--- src/rtl/mul_div_unit_pkg.sv ---
// mul_div_unit_pkg: ALU control codes and mul/div op decode shared by the unit and its users
`ifndef ALU_DEFINES
`define ALU_DEFINES
`define ALUCtrl_MULT  5'b10000
`define ALUCtrl_MULTU 5'b10001
`define ALUCtrl_DIV   5'b10010
`define ALUCtrl_DIVU  5'b10011
`endif

package mul_div_unit_pkg;

    typedef struct packed {
        logic valid;
        logic sgn;
        logic div;
    } md_dec_t;

    function automatic md_dec_t md_decode(input logic [4:0] op);
        md_dec_t d;
        d.valid = op == `ALUCtrl_MULT || op == `ALUCtrl_MULTU ||
                  op == `ALUCtrl_DIV  || op == `ALUCtrl_DIVU;
        d.sgn   = op == `ALUCtrl_MULT || op == `ALUCtrl_DIV;
        d.div   = op == `ALUCtrl_DIV  || op == `ALUCtrl_DIVU;
        return d;
    endfunction

endpackage

--- src/rtl/mul_div_unit_if.sv ---
// mul_div_if: request, MTHI/MTLO write and HI/LO result bundle of the mul/div unit
//   master drives start/op/a/b/hi_we/lo_we/wdata; slave drives busy/done/stall/hi/lo
interface mul_div_if #(parameter int WIDTH = 32);
    logic             start;
    logic [4:0]       op;
    logic [WIDTH-1:0] a;
    logic [WIDTH-1:0] b;
    logic             hi_we;
    logic             lo_we;
    logic [WIDTH-1:0] wdata;
    logic             busy;
    logic             done;
    logic             stall;
    logic [WIDTH-1:0] hi;
    logic [WIDTH-1:0] lo;

    modport master (
        output start, op, a, b, hi_we, lo_we, wdata,
        input  busy, done, stall, hi, lo
    );

    modport slave (
        input  start, op, a, b, hi_we, lo_we, wdata,
        output busy, done, stall, hi, lo
    );
endinterface

--- src/rtl/mul_div_unit_sign_fix.sv ---
// md_sign_fix: conditional two's-complement negation (abs of an operand or signed result fix-up)
//   val_i value, neg_i negate when set, res_o result
module md_sign_fix #(parameter int W = 32) (
    input  logic [W-1:0] val_i,
    input  logic         neg_i,
    output logic [W-1:0] res_o
);
    assign res_o = neg_i ? -val_i : val_i;
endmodule

--- src/rtl/mul_div_unit.sv ---
// mul_div_unit: iterative MULT/MULTU/DIV/DIVU with HI/LO registers, one bit per cycle
//   clk, rstn (async active-low), md: slave side of mul_div_if
module mul_div_unit
    import mul_div_unit_pkg::*;
#(
    parameter int WIDTH = 32
) (
    input  logic        clk,
    input  logic        rstn,
    mul_div_if.slave    md
);
    localparam logic [1:0] S_IDLE = 2'd0;
    localparam logic [1:0] S_CALC = 2'd1;
    localparam logic [1:0] S_FIX  = 2'd2;
    localparam int CW = $clog2(WIDTH);

    logic [1:0]         state_q, state_d;
    logic [2*WIDTH-1:0] acc_q, acc_d;
    logic [WIDTH-1:0]   opr_q, opr_d;
    logic [WIDTH-1:0]   hi_q, hi_d, lo_q, lo_d;
    logic [CW-1:0]      cnt_q, cnt_d;
    logic               div_q, div_d, neg_q, neg_d, rsgn_q, rsgn_d, done_q, done_d;

    md_dec_t            dec;
    logic [WIDTH-1:0]   abs_a, abs_b, quot, rem, sub;
    logic [2*WIDTH-1:0] prod, mul_step, div_step;
    logic [WIDTH:0]     sum;
    logic               ge;

    assign dec = md_decode(md.op);

    md_sign_fix #(.W(WIDTH))   u_abs_a (.val_i(md.a), .neg_i(dec.sgn & md.a[WIDTH-1]), .res_o(abs_a));
    md_sign_fix #(.W(WIDTH))   u_abs_b (.val_i(md.b), .neg_i(dec.sgn & md.b[WIDTH-1]), .res_o(abs_b));
    md_sign_fix #(.W(2*WIDTH)) u_prod  (.val_i(acc_q), .neg_i(neg_q), .res_o(prod));
    md_sign_fix #(.W(WIDTH))   u_quot  (.val_i(acc_q[WIDTH-1:0]), .neg_i(neg_q), .res_o(quot));
    md_sign_fix #(.W(WIDTH))   u_rem   (.val_i(acc_q[2*WIDTH-1:WIDTH]), .neg_i(rsgn_q), .res_o(rem));

    // Multiply: acc = {partial, multiplier}; add multiplicand on the low bit, shift right with carry.
    assign sum      = {1'b0, acc_q[2*WIDTH-1:WIDTH]} + {1'b0, opr_q};
    assign mul_step = acc_q[0] ? {sum, acc_q[WIDTH-1:1]} : {1'b0, acc_q[2*WIDTH-1:1]};

    // Divide: acc = {remainder, dividend}; the shifted remainder needs WIDTH+1 bits to compare,
    // but after a successful subtract it is below the divisor, so WIDTH bits hold the difference.
    assign ge       = acc_q[2*WIDTH-1:WIDTH-1] >= {1'b0, opr_q};
    assign sub      = acc_q[2*WIDTH-2:WIDTH-1] - opr_q;
    assign div_step = ge ? {sub, acc_q[WIDTH-2:0], 1'b1} : {acc_q[2*WIDTH-2:0], 1'b0};

    always_comb begin
        state_d = state_q;
        acc_d   = acc_q;
        opr_d   = opr_q;
        cnt_d   = cnt_q;
        div_d   = div_q;
        neg_d   = neg_q;
        rsgn_d  = rsgn_q;
        hi_d    = hi_q;
        lo_d    = lo_q;
        done_d  = 1'b0;
        case (state_q)
            S_IDLE: begin
                if (md.start && dec.valid) begin
                    div_d   = dec.div;
                    neg_d   = dec.sgn & (md.a[WIDTH-1] ^ md.b[WIDTH-1]);
                    rsgn_d  = dec.div & dec.sgn & md.a[WIDTH-1];
                    opr_d   = dec.div ? abs_b : abs_a;
                    acc_d   = {{WIDTH{1'b0}}, dec.div ? abs_a : abs_b};
                    cnt_d   = '0;
                    state_d = S_CALC;
                    // Divide by zero: preload the raw result and let FIX commit it unchanged.
                    if (dec.div && md.b == '0) begin
                        acc_d   = {md.a, {WIDTH{1'b1}}};
                        neg_d   = 1'b0;
                        rsgn_d  = 1'b0;
                        state_d = S_FIX;
                    end
                end else begin
                    hi_d = md.hi_we ? md.wdata : hi_q;
                    lo_d = md.lo_we ? md.wdata : lo_q;
                end
            end
            S_CALC: begin
                acc_d   = div_q ? div_step : mul_step;
                cnt_d   = cnt_q + CW'(1);
                state_d = (cnt_q == CW'(WIDTH - 1)) ? S_FIX : S_CALC;
            end
            S_FIX: begin
                hi_d    = div_q ? rem : prod[2*WIDTH-1:WIDTH];
                lo_d    = div_q ? quot : prod[WIDTH-1:0];
                done_d  = 1'b1;
                state_d = S_IDLE;
            end
            default: state_d = S_IDLE;
        endcase
    end

    always_ff @(posedge clk or negedge rstn) begin
        if (!rstn) begin
            state_q <= S_IDLE;
            acc_q   <= '0;
            opr_q   <= '0;
            cnt_q   <= '0;
            div_q   <= 1'b0;
            neg_q   <= 1'b0;
            rsgn_q  <= 1'b0;
            hi_q    <= '0;
            lo_q    <= '0;
            done_q  <= 1'b0;
        end else begin
            state_q <= state_d;
            acc_q   <= acc_d;
            opr_q   <= opr_d;
            cnt_q   <= cnt_d;
            div_q   <= div_d;
            neg_q   <= neg_d;
            rsgn_q  <= rsgn_d;
            hi_q    <= hi_d;
            lo_q    <= lo_d;
            done_q  <= done_d;
        end
    end

    assign md.busy  = state_q != S_IDLE;
    assign md.done  = done_q;
    assign md.stall = md.busy | (md.start & dec.valid);
    assign md.hi    = hi_q;
    assign md.lo    = lo_q;
endmodule

--- src/flat_wrapper.sv ---
// flat-port wrapper written by rule: the top's interface ports become plain ports
module mul_div_unit_flat import mul_div_unit_pkg::*;
#(
    parameter int WIDTH = 32
)
  (clk, rstn, md_start, md_op, md_a, md_b, md_hi_we, md_lo_we, md_wdata, md_busy, md_done, md_stall, md_hi, md_lo);
  mul_div_if #(.WIDTH(WIDTH)) md_i ();
  input  logic clk;
  input  logic rstn;
  input wire logic [$bits(md_i.start)-1:0] md_start;
  input wire logic [$bits(md_i.op)-1:0] md_op;
  input wire logic [$bits(md_i.a)-1:0] md_a;
  input wire logic [$bits(md_i.b)-1:0] md_b;
  input wire logic [$bits(md_i.hi_we)-1:0] md_hi_we;
  input wire logic [$bits(md_i.lo_we)-1:0] md_lo_we;
  input wire logic [$bits(md_i.wdata)-1:0] md_wdata;
  output wire logic [$bits(md_i.busy)-1:0] md_busy;
  output wire logic [$bits(md_i.done)-1:0] md_done;
  output wire logic [$bits(md_i.stall)-1:0] md_stall;
  output wire logic [$bits(md_i.hi)-1:0] md_hi;
  output wire logic [$bits(md_i.lo)-1:0] md_lo;
  assign md_i.start = md_start;
  assign md_i.op = md_op;
  assign md_i.a = md_a;
  assign md_i.b = md_b;
  assign md_i.hi_we = md_hi_we;
  assign md_i.lo_we = md_lo_we;
  assign md_i.wdata = md_wdata;
  assign md_busy = md_i.busy;
  assign md_done = md_i.done;
  assign md_stall = md_i.stall;
  assign md_hi = md_i.hi;
  assign md_lo = md_i.lo;
  mul_div_unit #(.WIDTH(WIDTH)) u_core (.clk(clk), .rstn(rstn), .md(md_i));
endmodule
--- config.mk ---
export PLATFORM = sky130hd
export DESIGN_NAME = mul_div_unit_flat
export DESIGN_NICKNAME = d
export VERILOG_FILES = /design/src/rtl/mul_div_unit_pkg.sv /design/src/rtl/mul_div_unit_if.sv /design/src/rtl/mul_div_unit_sign_fix.sv /design/src/rtl/mul_div_unit.sv /design/src/flat_wrapper.sv
export SDC_FILE = /design/constraint.sdc
export NUM_CORES = 1
export LEC_CHECK = 0
export ABC_AREA = 1
export ABC_CLOCK_PERIOD_IN_PS = 6300
export CAP_MARGIN = 0
export CORE_MARGIN = 3
export CORE_UTILIZATION = 40
export DETAILED_ROUTE_END_ITERATION = 16
export PLACE_DENSITY = 0.65
export SLEW_MARGIN = 5
export SYNTH_ARGS = -nofsm -noshare
export SYNTH_HDL_FRONTEND = slang
export SYNTH_SLANG_ARGS = --single-unit
--- constraint.sdc ---
create_clock -name clk -period 6.3 [get_ports clk]
set_input_delay 0.945 -clock clk [delete_from_list [all_inputs] [get_ports clk]]
set_output_delay 0.945 -clock clk [all_outputs]
set_load 0.01 [all_outputs]
; After elaboration in Yosys (flattened, before gate mapping)
; Cells that the tools add are included.
[totals]
inputBits = 106
word_cells = 84
out_inout_bits = 67
reg_bits = 171
[op_classes]
bitwise_logic = 8
reduce_logical = 16
add_sub_neg = 8
muxes = 30
n_eq_ne = 11
n_lt_le_gt_ge = 1
[ops]
columns = op, n
row1 = $mux W32, 12
row2 = $mux W64, 6
row3 = $neg A32 Y32, 4
row4 = $pmux W32 S2, 2
row5 = $pmux W64 S2, 1
row6 = $neg A64 Y64, 1
row7 = $add A32 B32 Y33, 1
row8 = $ge A33 B32 Y1, 1
row9 = $logic_not A32 Y1, 1
row10 = $sub A32 B32 Y32, 1
row11 = $eq A5 B5 Y1 const B, 5
row12 = $pmux W5 S2, 1
row13 = $and A1 B1 Y1, 6
row14 = $mux W2, 3
row15 = $ne A2 B2 Y1 const B, 3
row16 = $reduce_and A3 Y1, 2
row17 = $reduce_bool A2 Y1, 3
row18 = $add A5 B1 Y5 const B, 1
row19 = $logic_or A1 B1 Y1, 5
row20 = $mux W5, 1
row21 = $pmux W2 S2, 1
row22 = $reduce_and A2 Y1, 2
row23 = $mux W1, 3
row24 = $eq A2 B1 Y1 const B, 1
row25 = 6 further kinds, 7

; Depth between registers and ports, before layout
[depth]
depth_word = 8
ltp_mapped = 19
ltp_nobuf = 18

; Hierarchy
; Synthesis repeated with hierarchy kept, for this count alone.
[hier_totals]
hier_cells = 3791
area_unflattened_um2 = 21565.7
[by_module_without_submodules]
columns = mod, area_per_inst_um2, cells_each, seq_area_each_um2, n_inst
row1 = mul_div_unit, 15040.7, 2405, 4279.1, 1
row2 = md_sign_fix at u_core.u_abs_a ..., 1052.3, 225, 0.0, 4
row3 = md_sign_fix at u_core.u_prod, 2316.0, 486, 0.0, 1

; Worst setup path after synthesis
; Ideal clock, no wire load.
[synth_path]
kind = input port to flip-flop
start = input md_b[0]
end = register u_core.acc_q[13]
slack_ns = 3.820
setup_time_ns = 0.139
required_ns = 6.161
arrival_time_ns = 2.342
path_stages = 13
n_path_buf = 1
cell_sequence = inv_1 > ha_1 > nand3_1 > inv_1 > nand3_1 > inv_1 > nand3b_1 > nor2_1 > nor2_1 > buf_2 > nand2_1 > o211ai_1 > a22oi_1
[synth_via]
elab_chain_len = 6
[synth_rtl]
columns = item, line
row1 = "start, declared", flat_wrapper.sv:13  ; input wire logic [$bits(md_i.b)-1:0] md_b;
row2 = $neg A32 Y32, mul_div_unit_sign_fix.sv:8  ; assign res_o = neg_i ? -val_i : val_i;
row3 = $mux W32, mul_div_unit_sign_fix.sv:8
row4 = $mux W32, mul_div_unit.sv:66  ; acc_d = {{WIDTH{1'b0}}, dec.div ? abs_a : abs_b};
row5 = $mux W64 (*), mul_div_unit.sv:70  ; if (dec.div && md.b == '0) begin
row6 = $mux W64 (*), mul_div_unit.sv:61  ; if (md.start && dec.valid) begin
row7 = $pmux W64 S2 (*), mul_div_unit.sv:59  ; case (state_q)
row8 = "end signal, assigned", mul_div_unit.sv:99  ; acc_q <= '0;
row9 = "end signal, assigned", mul_div_unit.sv:110  ; acc_q <= acc_d;
row10 = "end, declared", mul_div_unit.sv:18  ; logic [2*WIDTH-1:0] acc_q, acc_d;
; Every way passes the cells marked *; elsewhere a longest branch is shown, timed or not. The select of a mux whose other input is x is not followed.
; A chain may end at the register's enable or synchronous reset.

; Final worst setup path
[layout_path]
start = input md_op[3]
end = register u_core.acc_q[45]
[layout_via]
elab_chain_len = 7
[layout_rtl]
columns = item, line
row1 = "start, declared", flat_wrapper.sv:11  ; input wire logic [$bits(md_i.op)-1:0] md_op;
row2 = $eq A5 B5 Y1 (no line), -
row3 = $logic_or A1 B1 Y1 (no line) (3 in series), -
row4 = $logic_and A1 B1 Y1, mul_div_unit.sv:61
row5 = $ne A2 B1 Y1 (no line), -
row6 = $reduce_and A2 Y1 (no line), -
; Parallel ways exist; a longest one is shown, timed or not. The select of a mux whose other input is x is not followed.

==> flow_summary.toml <==
[run_status]
outcome = "finished clean"

[synth]
syn_nets = 3458
ys_warn_count = 0
syn_area_per_cell_sq_um = 5.785
yosysTopAreaCellShare_pct = 22.55
yosysSeqAreaShare_pct = 22.55
synth_edf_count = 0
ys_ff_latch = 171
syn_area_sq_mm = 0.01897
synth-main-ff-cell = "dfrtp_1"
synth_area_leader_cell = "dfrtp_1"
synthTopCellsByArea = "dfrtp_1, nand2_1, inv_1"
synth_cells = 3280
async_reset_ff_share_pct = 100.0
synth_cell_type_count = 56

[timing]
finalCriticalPeriod_ns = 4.136
worst_pin_slew_ns = 1.059
finalSetupViolCount = 0
fmax_ghz = 0.2418
fin_crit_sh_pct = 65.65
hold_viol = 0
relSlewSlack_pct = 29.16
slew_viol_final = 0
fin_tns_setup_ns = 0
fin_skew_ns = 0.01015
setup_slack_ns = 2.164
rsz0062_at_grt = "no"
whs_ns = 0.4870

[place]
preCtsSetupSlack_ns = 1.800
gp_congestion = 1.032
dp_hpwl_um = 68130
io_buffers = 172
dp_cells = 3964
place_area_sq_mm = 0.02111

[grt]
grt_use_met1_pct = 46.87
antenna_found_initial = 0
use_met2_pct = 49.11
grt_pass1_wl_um = 126800
grt_pass1_vias = 20275
grt_max_degree = 88
grt_remaining_overflow = 0
track_usage_pct = 33.10
gr-usage-met3_pct = 5.989
grt_busiest_layer = "met2"

[worst_setup_path]
r2r_setup_slack_ns = 2.49
cp_top_family = "simple AND/OR/NAND/NOR gates"
crit_type = "primary input to flop"
crit_arrival_ns = 4.48
critPathCaptureType = "flop"
max_stage_delay_ns = 0.60
cp_cell_sequence = "clkdlybuf4s50_1 > nor3_2 > nand2_1 > nor2_4 > inv_2 > nand2_2 > inv_2 > buf_4 > a22oi_1 > nand2_1"
required_ns = 6.65
crit_buf_inv = 4
critPathLaunchType = "primary input"
path_depth = 10
worst-path-max-fanout = 36
ff2ff_path_depth = 11
crit_slowest_cell = "nand2_2"

[die]
die_w_um = 223.8
core_region_area_sq_mm = 0.04665
start_util_pct = 40.67
die_area_sq_mm = 0.05008
pin_count = 173
std_cell_rows = 79
fp.dieH_um = 223.8

[clock_tree]
htree_levels = 4
clockBufferDepth = 2
root_buffer = "clkbuf_16"
clkTransAtPathRegs_ns = 0.08
numCtsBuffers = 17
cts_tree = "done"
cts_resized = 0
clk_latency_ns = 0.46
cts_sinks = 171
post-cts-setup-buffers = 0
hold_buffers = 0

[route]
drtIter0Drc = 3192
wl_per_cell_um = 21.15
drc = 0
drt-total-wl_um = 84530
final_antenna_net_count = 0
via_per_inst = 5.611
vias = 22421
first_pass_iters = 7

[layout]
final_cell_mix = "nand2_1, inv_1, nor2_1"
layout.nets = 3554
num_antenna_cells = 0
stdcell_count = 3996
post-route-cell-area_sq_mm = 0.02169
fin_util_pct = 46.50
final_common_cell = "nand2_1"
syn_to_final_growth_pct = 14.34
layout-drive-gt1-share_pct = 3.570

[run]
drv_cap = 0

[power]
power_density_mw_per_mm2 = 520.1
totalPowerFinal_mw = 11.28
peakVddDrop_v = 0.0003054
power_leakage_nw = 10.69

[min_path]
min_path_type = "flop to flop"
min_path_cells = 2
[state kept, by name, summed over array words and instances (netlist names)]
signal,flops
u_core.md.done,1
u_core.acc_q,64
u_core.cnt_q,5
u_core.md.hi,32
u_core.neg_q,1
u_core.state_q,2
u_core.opr_q,32
u_core.div_q,1
u_core.md.lo,32
u_core.rsgn_q,1
[layer usage]
metal / share of wire, % / wire, um / up-vias
li1: - / - / 10753
met1: 42 / 35840 / 10150
met2: 42 / 35160 / 1295
met3: 11 / 8982 / 223
met4: 5.4 / 4547 / 0
met5: 0 / 0 / -
[worst register-to-register path: cells and delay by family, from the launching register on]
kind / cells / cell delay, ns
fa+ha+maj: 1 / 0.40
compound gates: 2 / 0.44
simple gates: 7 / 1.85
flops: 1 / 0.74
buf+inv: 1 / 0.28
[cell families after synthesis]
family | after synthesis | share of synthesized area (%)
buf+inv | 567 | 11.66
flops | 171 | 22.55
xor+xnor | 76 | 3.508
compound gates | 530 | 16.77
fa+ha+maj | 72 | 4.827
simple gates | 1864 | 40.68
[power breakdown]
group          switching [mW]  total, mW  internal, mW
Sequential              0.887       2.46          1.57
Clock                   0.543       1.07         0.531
Combinational            5.15       7.75          2.60
Total                    6.58       11.3          4.71
[path summary, 6_finish.rpt]
check	startpoint	to
max	md_op[3]	u_core.acc_q[45]$_DFFE_PN0P_
min	u_core.md.lo[23]$_DFFE_PN0P_	u_core.md.lo[23]$_DFFE_PN0P_
max reg2reg	u_core.acc_q[44]$_DFFE_PN0P_	u_core.acc_q[36]$_DFFE_PN0P_
min reg2reg	u_core.md.lo[23]$_DFFE_PN0P_	u_core.md.lo[23]$_DFFE_PN0P_
max in group asynchronous	rstn	u_core.acc_q[35]$_DFFE_PN0P_
min in group asynchronous	rstn	u_core.md.hi[9]$_DFFE_PN0P_
[cells in the mapped netlist, types with 9 or more instances]
cell       instances
nand2_1         1068
inv_1            438
nor2_1           376
nand3_1          304
a21oi_1          191
dfrtp_1          171
o21ai_0          146
ha_1              70
xor2_1            68
clkbuf_1          67
a22oi_1           46
o211ai_1          37
buf_2             31
nand4_1           28
a2bb2oi_1         24
nor3_1            19
a21boi_1          17
o221ai_1          16
inv_2             14
or2_2             13
nand3b_1          12
a31oi_1           10
buf_1             10
nor2_2            10
nand2_2            9
o21bai_1           9
[final cells by class]
cell class	count	area, sq um
inverter	454	1704
sequential	171	4284
timing repair buffer	190	1858
clock buffer	18	429.2
tap	607	759.5
fill	5087	24960
clock inverter	14	155.1
multi-input combinational	2542	12500
No activity file was read; power rests on OpenSTA's default activity.
